File: src/rtl/icache_fetch_mem_responder_pkg.sv
// Shared widths, the queued request record and the line-data pattern for the
// ICache fetch memory responder.
package icache_fetch_mem_responder_pkg;

  localparam int ADDR_WIDTH              = 32;
  localparam int FETCH_DATA_WIDTH        = 256;
  localparam int ICACHE_REQ_OPCODE_WIDTH = 2;
  localparam int MSHR_ENTRY_INDEX_WIDTH  = 2;
  localparam int ROB_ENTRY_ID_WIDTH      = 4;
  localparam int FETCH_MEM_TAG_WIDTH     = 1 + ICACHE_REQ_OPCODE_WIDTH + MSHR_ENTRY_INDEX_WIDTH + ROB_ENTRY_ID_WIDTH;
  localparam int FETCH_WORDS             = FETCH_DATA_WIDTH / 32;
  localparam int LINE_OFS_W              = $clog2(FETCH_DATA_WIDTH / 8);

  typedef struct packed {
    logic [ADDR_WIDTH-1:0]          addr;
    logic [FETCH_MEM_TAG_WIDTH-1:0] tag;
  } fetch_mem_entry_t;

  // Word k of the line is the byte address of that word within the aligned line.
  function automatic logic [FETCH_DATA_WIDTH-1:0] fetch_line_data(input logic [ADDR_WIDTH-1:0] addr);
    logic [ADDR_WIDTH-1:0]       base;
    logic [FETCH_DATA_WIDTH-1:0] d;
    base = addr & ~ADDR_WIDTH'((1 << LINE_OFS_W) - 1);
    d    = '0;
    for (int k = 0; k < FETCH_WORDS; k++)
      d[k*32 +: 32] = 32'(base + ADDR_WIDTH'(4 * k));
    return d;
  endfunction

endpackage

File: src/rtl/icache_fetch_mem_responder_lfsr16.sv
// 16-bit Fibonacci LFSR (taps 16,14,13,11) used for response-latency jitter;
// steps once per accepted request.
module fetch_mem_lfsr16 (
  input  logic        clk,
  input  logic        rst_n,
  input  logic        adv,
  output logic [15:0] lfsr
);

  logic [15:0] r_lfsr;
  logic        w_fb;

  assign w_fb = r_lfsr[15] ^ r_lfsr[13] ^ r_lfsr[12] ^ r_lfsr[10];
  assign lfsr = r_lfsr;

  always_ff @(posedge clk) begin
    if (!rst_n)   r_lfsr <= 16'hACE1;
    else if (adv) r_lfsr <= {r_lfsr[14:0], w_fb};
  end

endmodule

File: src/rtl/icache_fetch_mem_responder.sv
// In-order fetch memory responder: queues requests, counts each down to its
// latency, returns synthesized line data. Define FETCH_MEM_RSP_JITTER_EN for 0-3 cycles of extra latency.
module icache_fetch_mem_responder
  import icache_fetch_mem_responder_pkg::*;
#(
  parameter int DEPTH   = 8,
  parameter int LATENCY = 4
) (
  input  logic                           clk,
  input  logic                           rst_n,
  input  logic                           adapter_fetch_mem_req_vld,
  output logic                           adapter_fetch_mem_req_rdy,
  input  logic [ADDR_WIDTH-1:0]          adapter_fetch_mem_req_addr,
  input  logic [FETCH_MEM_TAG_WIDTH-1:0] adapter_fetch_mem_req_entry_id,
  output logic                           adapter_fetch_mem_ack_vld,
  input  logic                           adapter_fetch_mem_ack_rdy,
  output logic [FETCH_DATA_WIDTH-1:0]    adapter_fetch_mem_ack_data,
  output logic [FETCH_MEM_TAG_WIDTH-1:0] adapter_fetch_mem_ack_entry_id
);

  localparam int               PTR_W    = $clog2(DEPTH);
  localparam int               CNT_W    = $clog2(LATENCY + 3) + 1;
  localparam logic [CNT_W-1:0] CNT_BASE = CNT_W'(LATENCY - 1);
  localparam logic [PTR_W:0]   OCC_FULL = (PTR_W + 1)'(DEPTH);

  fetch_mem_entry_t  r_q   [DEPTH];
  logic [CNT_W-1:0]  r_cnt [DEPTH];
  logic [PTR_W-1:0]  r_wr_ptr, r_rd_ptr;
  logic [PTR_W:0]    r_occ;
  logic              r_up;
  logic              w_push, w_pop, w_empty;
  logic [CNT_W-1:0]  w_load;

`ifdef FETCH_MEM_RSP_JITTER_EN
  logic [15:0] w_lfsr;

  fetch_mem_lfsr16 u_lfsr (
    .clk   (clk),
    .rst_n (rst_n),
    .adv   (w_push),
    .lfsr  (w_lfsr)
  );

  assign w_load = CNT_BASE + CNT_W'(w_lfsr[1:0]);
`else
  assign w_load = CNT_BASE;
`endif

  // r_up keeps req_rdy low for the first cycle out of reset without any input path.
  assign w_empty                   = (r_occ == '0);
  assign adapter_fetch_mem_req_rdy = r_up && (r_occ != OCC_FULL);
  assign adapter_fetch_mem_ack_vld = !w_empty && (r_cnt[r_rd_ptr] == '0);
  assign w_push = adapter_fetch_mem_req_vld && adapter_fetch_mem_req_rdy;
  assign w_pop  = adapter_fetch_mem_ack_vld && adapter_fetch_mem_ack_rdy;

  assign adapter_fetch_mem_ack_data     = w_empty ? '0 : fetch_line_data(r_q[r_rd_ptr].addr);
  assign adapter_fetch_mem_ack_entry_id = w_empty ? '0 : r_q[r_rd_ptr].tag;

  always_ff @(posedge clk) begin
    if (!rst_n) begin
      r_wr_ptr <= '0;
      r_rd_ptr <= '0;
      r_occ    <= '0;
      r_up     <= 1'b0;
    end else begin
      r_up <= 1'b1;
      if (w_push) r_wr_ptr <= r_wr_ptr + PTR_W'(1);
      if (w_pop)  r_rd_ptr <= r_rd_ptr + PTR_W'(1);
      case ({w_push, w_pop})
        2'b10:   r_occ <= r_occ + (PTR_W + 1)'(1);
        2'b01:   r_occ <= r_occ - (PTR_W + 1)'(1);
        default: r_occ <= r_occ;
      endcase
    end
  end

  // Payload needs no reset: it is only observed while the slot is occupied.
  always_ff @(posedge clk) begin
    if (w_push) r_q[r_wr_ptr] <= '{addr: adapter_fetch_mem_req_addr, tag: adapter_fetch_mem_req_entry_id};
  end

  // Every slot counts down on its own, so a younger entry can reach zero behind the head.
  always_ff @(posedge clk) begin
    for (int i = 0; i < DEPTH; i++) begin
      if (!rst_n)                              r_cnt[i] <= '0;
      else if (w_push && r_wr_ptr == PTR_W'(i)) r_cnt[i] <= w_load;
      else if (r_cnt[i] != '0)                  r_cnt[i] <= r_cnt[i] - CNT_W'(1);
    end
  end

endmodule

File: config.mk
export PLATFORM = sky130hd
export DESIGN_NAME = icache_fetch_mem_responder
export DESIGN_NICKNAME = d
export VERILOG_FILES = /design/src/rtl/icache_fetch_mem_responder_pkg.sv /design/src/rtl/icache_fetch_mem_responder_lfsr16.sv /design/src/rtl/icache_fetch_mem_responder.sv
export SDC_FILE = /design/constraint.sdc
export NUM_CORES = 1
export LEC_CHECK = 0
export CAP_MARGIN = 5
export CORE_MARGIN = 1
export CORE_UTILIZATION = 52
export CTS_CLUSTER_SIZE = 24
export DETAILED_ROUTE_END_ITERATION = 8
export GPL_ROUTABILITY_DRIVEN = 0
export GPL_TIMING_DRIVEN = 0
export MAX_ROUTING_LAYER = met4
export PLACE_DENSITY = 0.81
export SETUP_SLACK_MARGIN = 0.02
export SYNTH_ARGS = -nofsm -noshare
export SYNTH_HDL_FRONTEND = slang
export SYNTH_SLANG_ARGS = --single-unit
File: constraint.sdc
create_clock -name clk -period 5.4 [get_ports clk]
set_input_delay 1.08 -clock clk [delete_from_list [all_inputs] [get_ports clk]]
set_output_delay 1.08 -clock clk [all_outputs]
set_load 0.05 [all_outputs]
# Yosys cells after proc, flatten, opt, wreduce, memory -nomap -nowiden
# Memory sizes are Yosys's and may differ from the RTL's. A register that Yosys moved wholly into a read port is not among the register bits.
# Index checks and enable logic that the tools add are counted.
# word_totals
input_bits	45
output_inout_bits	267
mem_bits_rw	360
register_bits	11
memories	2
# mem_list
name	words	width	read_ports	rd_ports_with_merged_regs	wr	line_no	text
r_q	8	41	1	1	1	icache_fetch_mem_responder.sv:26	fetch_mem_entry_t r_q [DEPTH];
r_cnt	8	4	9	1	8	icache_fetch_mem_responder.sv:27	logic [CNT_W-1:0] r_cnt [DEPTH];
# op_classes
muxes	83
n_eq_ne	10
n_reduce_logical	25
addsub	19
n_bitwise	16
# op_table
operator	n
$mux 256	1
$add 32x5->32 const B	4
$add 32x4->32 const B	2
$mux 4	16
$mux 1	60
$sub 4x1->4 const B	9
$add 32x3->32 const B	1
$reduce_bool 4->1	8
$or 1x1->1	16
$eq 3x3->1 const B	4
$logic_and 1x1->1	12
$mux 3	4
$mux 9	1
$logic_not 4->1	2
$pmux 4 s2	1
$add 3x1->3 const B	2
$eq 3x2->1 const B	2
$add 4x1->4 const B	1
$ne 4x4->1 const B	1
$eq 3x1->1 const B	1
$logic_not 3->1	1
$eq 2x1->1 const B	1
$eq 2x2->1 const B	1
$reduce_bool 2->1	1
$logic_not 1->1	1

# Logic depth before layout (Yosys ltp)
# Gate-level depths: netlist of run 1.
# logic_depth
word_depth	9
depth_mapped	12
mapped_depth_nobuf	11

# Least setup slack after synthesis of run 1
# OpenSTA, ideal clock, no wires.
# synth_timing
path_type	input port to flip-flop
startpoint	input adapter_fetch_mem_req_vld
endpoint	memory r_q[4][0] (netlist name), enable pin
path_slack_ps	877
path_stages	4
required_time_ps	4926
arrival_time_ps	4050
n_path_buf	1
path_cell_list	and3b_1 > buf_2 > nand2_1 > nor3_1
# synth_between
elab_chain_cells	3
# synth_rtl
item	line_no	text
start: declaration	icache_fetch_mem_responder.sv:11	input logic adapter_fetch_mem_req_vld,
$logic_and 1x1->1	icache_fetch_mem_responder.sv:53	assign w_push = adapter_fetch_mem_req_vld && adapter_fetch_mem_req_rdy;
$mux 1	icache_fetch_mem_responder.sv:79	if (w_push) r_q[r_wr_ptr] <= '{addr: adapter_fetch_mem_req_addr, tag: adapter_fetch_mem_req_entry_id};
$mux 1 (not written as such)	icache_fetch_mem_responder.sv:79	
end: declaration	icache_fetch_mem_responder.sv:26	
# No other way between the ends.

==> qor.yml, run 1 <==
fp.coreArea_um2: 28860
ant_nets: 0
grt_max_degree: 27
fin_crit_ps: 5119
path_clk_slew_ps: 60
via_per_inst: 5.180
cts_tree: "done"
ir_worst_vdd_mv: 0.3868
p_leak_uw: 0.007205
drv_cap: 0
yosysSeqAreaShare_pct: 64.45
io_pins: 312
whs_ps: 507.3
total_power_uw: 9831
synth-edff-count: 320
ys_ff_latch: 334
placed_cells: 1672
skew_ps: 18.07
yosysTopAreaCell: "edfxtp_1"
postLayoutCellArea_um2: 20130
synthDistinctLibCells: 48
portBuffers: 278
grt_pass1_vias: 9189
postSynth.asyncResetShare_pct: 0
dr.pass1.iters: 5
insertion_delay_ps: 510
setup_viol: 0
run_status: "finished clean"
cts_sinks: 334
arrival_ps: 4040
final_nets: 1388
start_util_pct: 53.17
fp.dieW_um: 173.8
drcViolationCount: 0
synthFlopType: "edfxtp_1"
avgRoutedWirePerCell_um: 19.29
drt-initial-drc-count: 658
worstMarginPinSlew_ps: 887.5
hold_viol: 0
rsz0062_at_grt: "no"
fin_cells: 1731
slew_violations: 0
yosysMostFrequentCell: "edfxtp_1"
ys_top_cells_by_area: "edfxtp_1 63%, buf_4 11%, mux4_2 11%, mux2i_1 2.7%, dfxtp_1 1.8%"
dpl.hpwl_mm: 22.48
min-delay-path-class: "reg2reg"
yosysWarnings: 0
clock.fmax_ghz: 0.1954
path_class: "reg2out"
routed_wl_mm: 33.40
postCtsHoldBufs: 0
syn_area_per_cell_um2: 15.84
grt_pass1_wl_mm: 51.59
yosys-top-cells-count: "320 x edfxtp_1, 231 x buf_4, 72 x mux4_2"
cts_buffers: 34
area_growth_pct: 31.16
yosys.area.top_type_share_pct: 62.62
finalCritPeriodShare_pct: 94.79
clockRootBuffer: "clkbuf_16"
die_y_um: 173.8
grt_overflow: 0
placed_area_um2: 19000
required_ps: 4320
antenna_found_initial: 1
final_core_util_pct: 69.74
clock_path_buffers: 3
vias: 8967
grt_usage_pct: 23.20
max_slew_margin_pct: 40.83
powerDensity_nw_per_um2: 488.5
fill_cells: 1855
htreeDepth: 2
dieArea_um2: 30200
end_kind: "output pin"
layout-drive-gt1-share_pct: 29.64
netlist_area_um2: 15340
startpoint_type: "flop"
synth_cells: 969
post-cts-setup-buffer-count: 0
postCtsResizedCells: 0
rows: 62
crit_path_max_fanout: 10
[sequential cells by signal, summed over array words and instances (netlist names), named ones only]
signal	flops
r_rd_ptr	3
r_wr_ptr	3
r_up	1
r_cnt	32
r_q	288
r_occ	4
[power by group]
| group | total (uW) | internal [uW] | switching, uW |
|---|---|---|---|
| combinational | 4290 | 1660 | 2630 |
| clock | 2360 | 1430 | 936 |
| sequential | 3180 | 3040 | 133 |
[area by class of cell]
cell class              instances  area (um^2)  area share (%)
inverters                      25        93.84          0.4663
flip-flops and latches        334         9889           49.14
well taps                     384        480.5           2.387
multi-input cells             378         3665           18.21
plain buffers                 259         1854           9.214
clock inverters                18        222.7           1.107
diodes                          1        2.502         0.01243
clock buffers                  40        894.6           4.445
repair buffers                292         3023           15.02
[critical path, stage by stage, from the launching register on]
cell	delay, ps
dfxtp_1	430
clkbuf_1	550
clkbuf_1	650
mux4_2	350
mux2i_1	90
nor2_1	440
buf_4	200
clkdlybuf4s50_1	820
[kinds of logic after synthesis]
group                      share of synthesized area [%]
muxes                                              13.39
buffers and inverters                              12.69
AOI/OAI and AO/OA                                  1.672
xor gates and xnor gates                          0.2284
and+or+nand+nor                                    5.952
DFF                                                64.45
other                                            0.02444
adders and majority gates                          1.598
[layout by cell type, fill, tap and decap left out, types with 3 or more instances in the layout]
cell type        Yosys  final
edfxtp_1           320    320
clkdlybuf4s50_1      0    278
buf_4              231    231
mux4_2              72     72
nor2_1              53     47
mux2i_1             41     41
clkbuf_16            0     35
nand2_1             31     31
conb_1               1     28
inv_1               24     24
clkbuf_1            16     20
o21ai_0             20     20
and2_1              20     20
ha_1                18     18
dfxtp_1             14     14
a21oi_1             12     12
buf_2               11     11
nand3_1             11     11
nand2b_1             9      9
nor3_1              10      8
nor3b_1              8      8
buf_6                0      8
nor2_4               0      6
nand3b_1             6      6
bufinv_16            0      5
clkinv_1             0      5
nor4_1               4      4
clkinv_2             0      4
buf_16               0      4
nor4_2               3      3
xnor2_1              3      3
or3_1                3      3
[path summary, 6_finish.rpt]
path / start / end / slack [ps] / cells past startpoint
worst max-delay path: flop / adapter_fetch_mem_ack_data[89] / 280 / 7
worst min-delay path: r_rd_ptr[1]$_SDFFE_PN0P_ / r_rd_ptr[1]$_SDFFE_PN0P_ / 510 / 2
worst max register to register: r_cnt[4][0]$_SDFFCE_PN0P_ / r_occ[3]$_SDFFE_PN0P_ / 2150 / 11
worst min register to register: r_rd_ptr[1]$_SDFFE_PN0P_ / r_rd_ptr[1]$_SDFFE_PN0P_ / 510 / 2
[per-stage QoR]
| stage | TNS (ps) | setup slack [ps] |
|---|---|---|
| final | 0 | 281.5 |
| after CTS | 0 | 198.6 |
| after floorplan | 0 | 876.5 |
| after detailed placement | 0 | 771.9 |
| after global routing | 0 | 52.62 |
| after global placement | -179700 | -2037 |
[per-layer routing]
| layer | vias up | global-route usage, % | part of all wire, % |
|---|---|---|---|
| met5 | - | - | 0 |
| met4 | 0 | 8.735 | 3.0 |
| met2 | 450 | 39.72 | 52 |
| met3 | 73 | 4.496 | 8.3 |
| li1 | 4069 | - | - |
| met1 | 4375 | 27.12 | 37 |
Power figures use the tool's default switching activity.
==> inputs of run 2 (changes only) <==
SKIP_CTS_REPAIR_TIMING = 1   (was default)
==> results of run 2 <==
Final layout, timing and power as in run 1 (identical DEF).
==> inputs of run 3 (changes only) <==
ABC_AREA = 0   (was default)
==> results of run 3 <==
Final layout, timing and power as in run 1 (identical DEF).
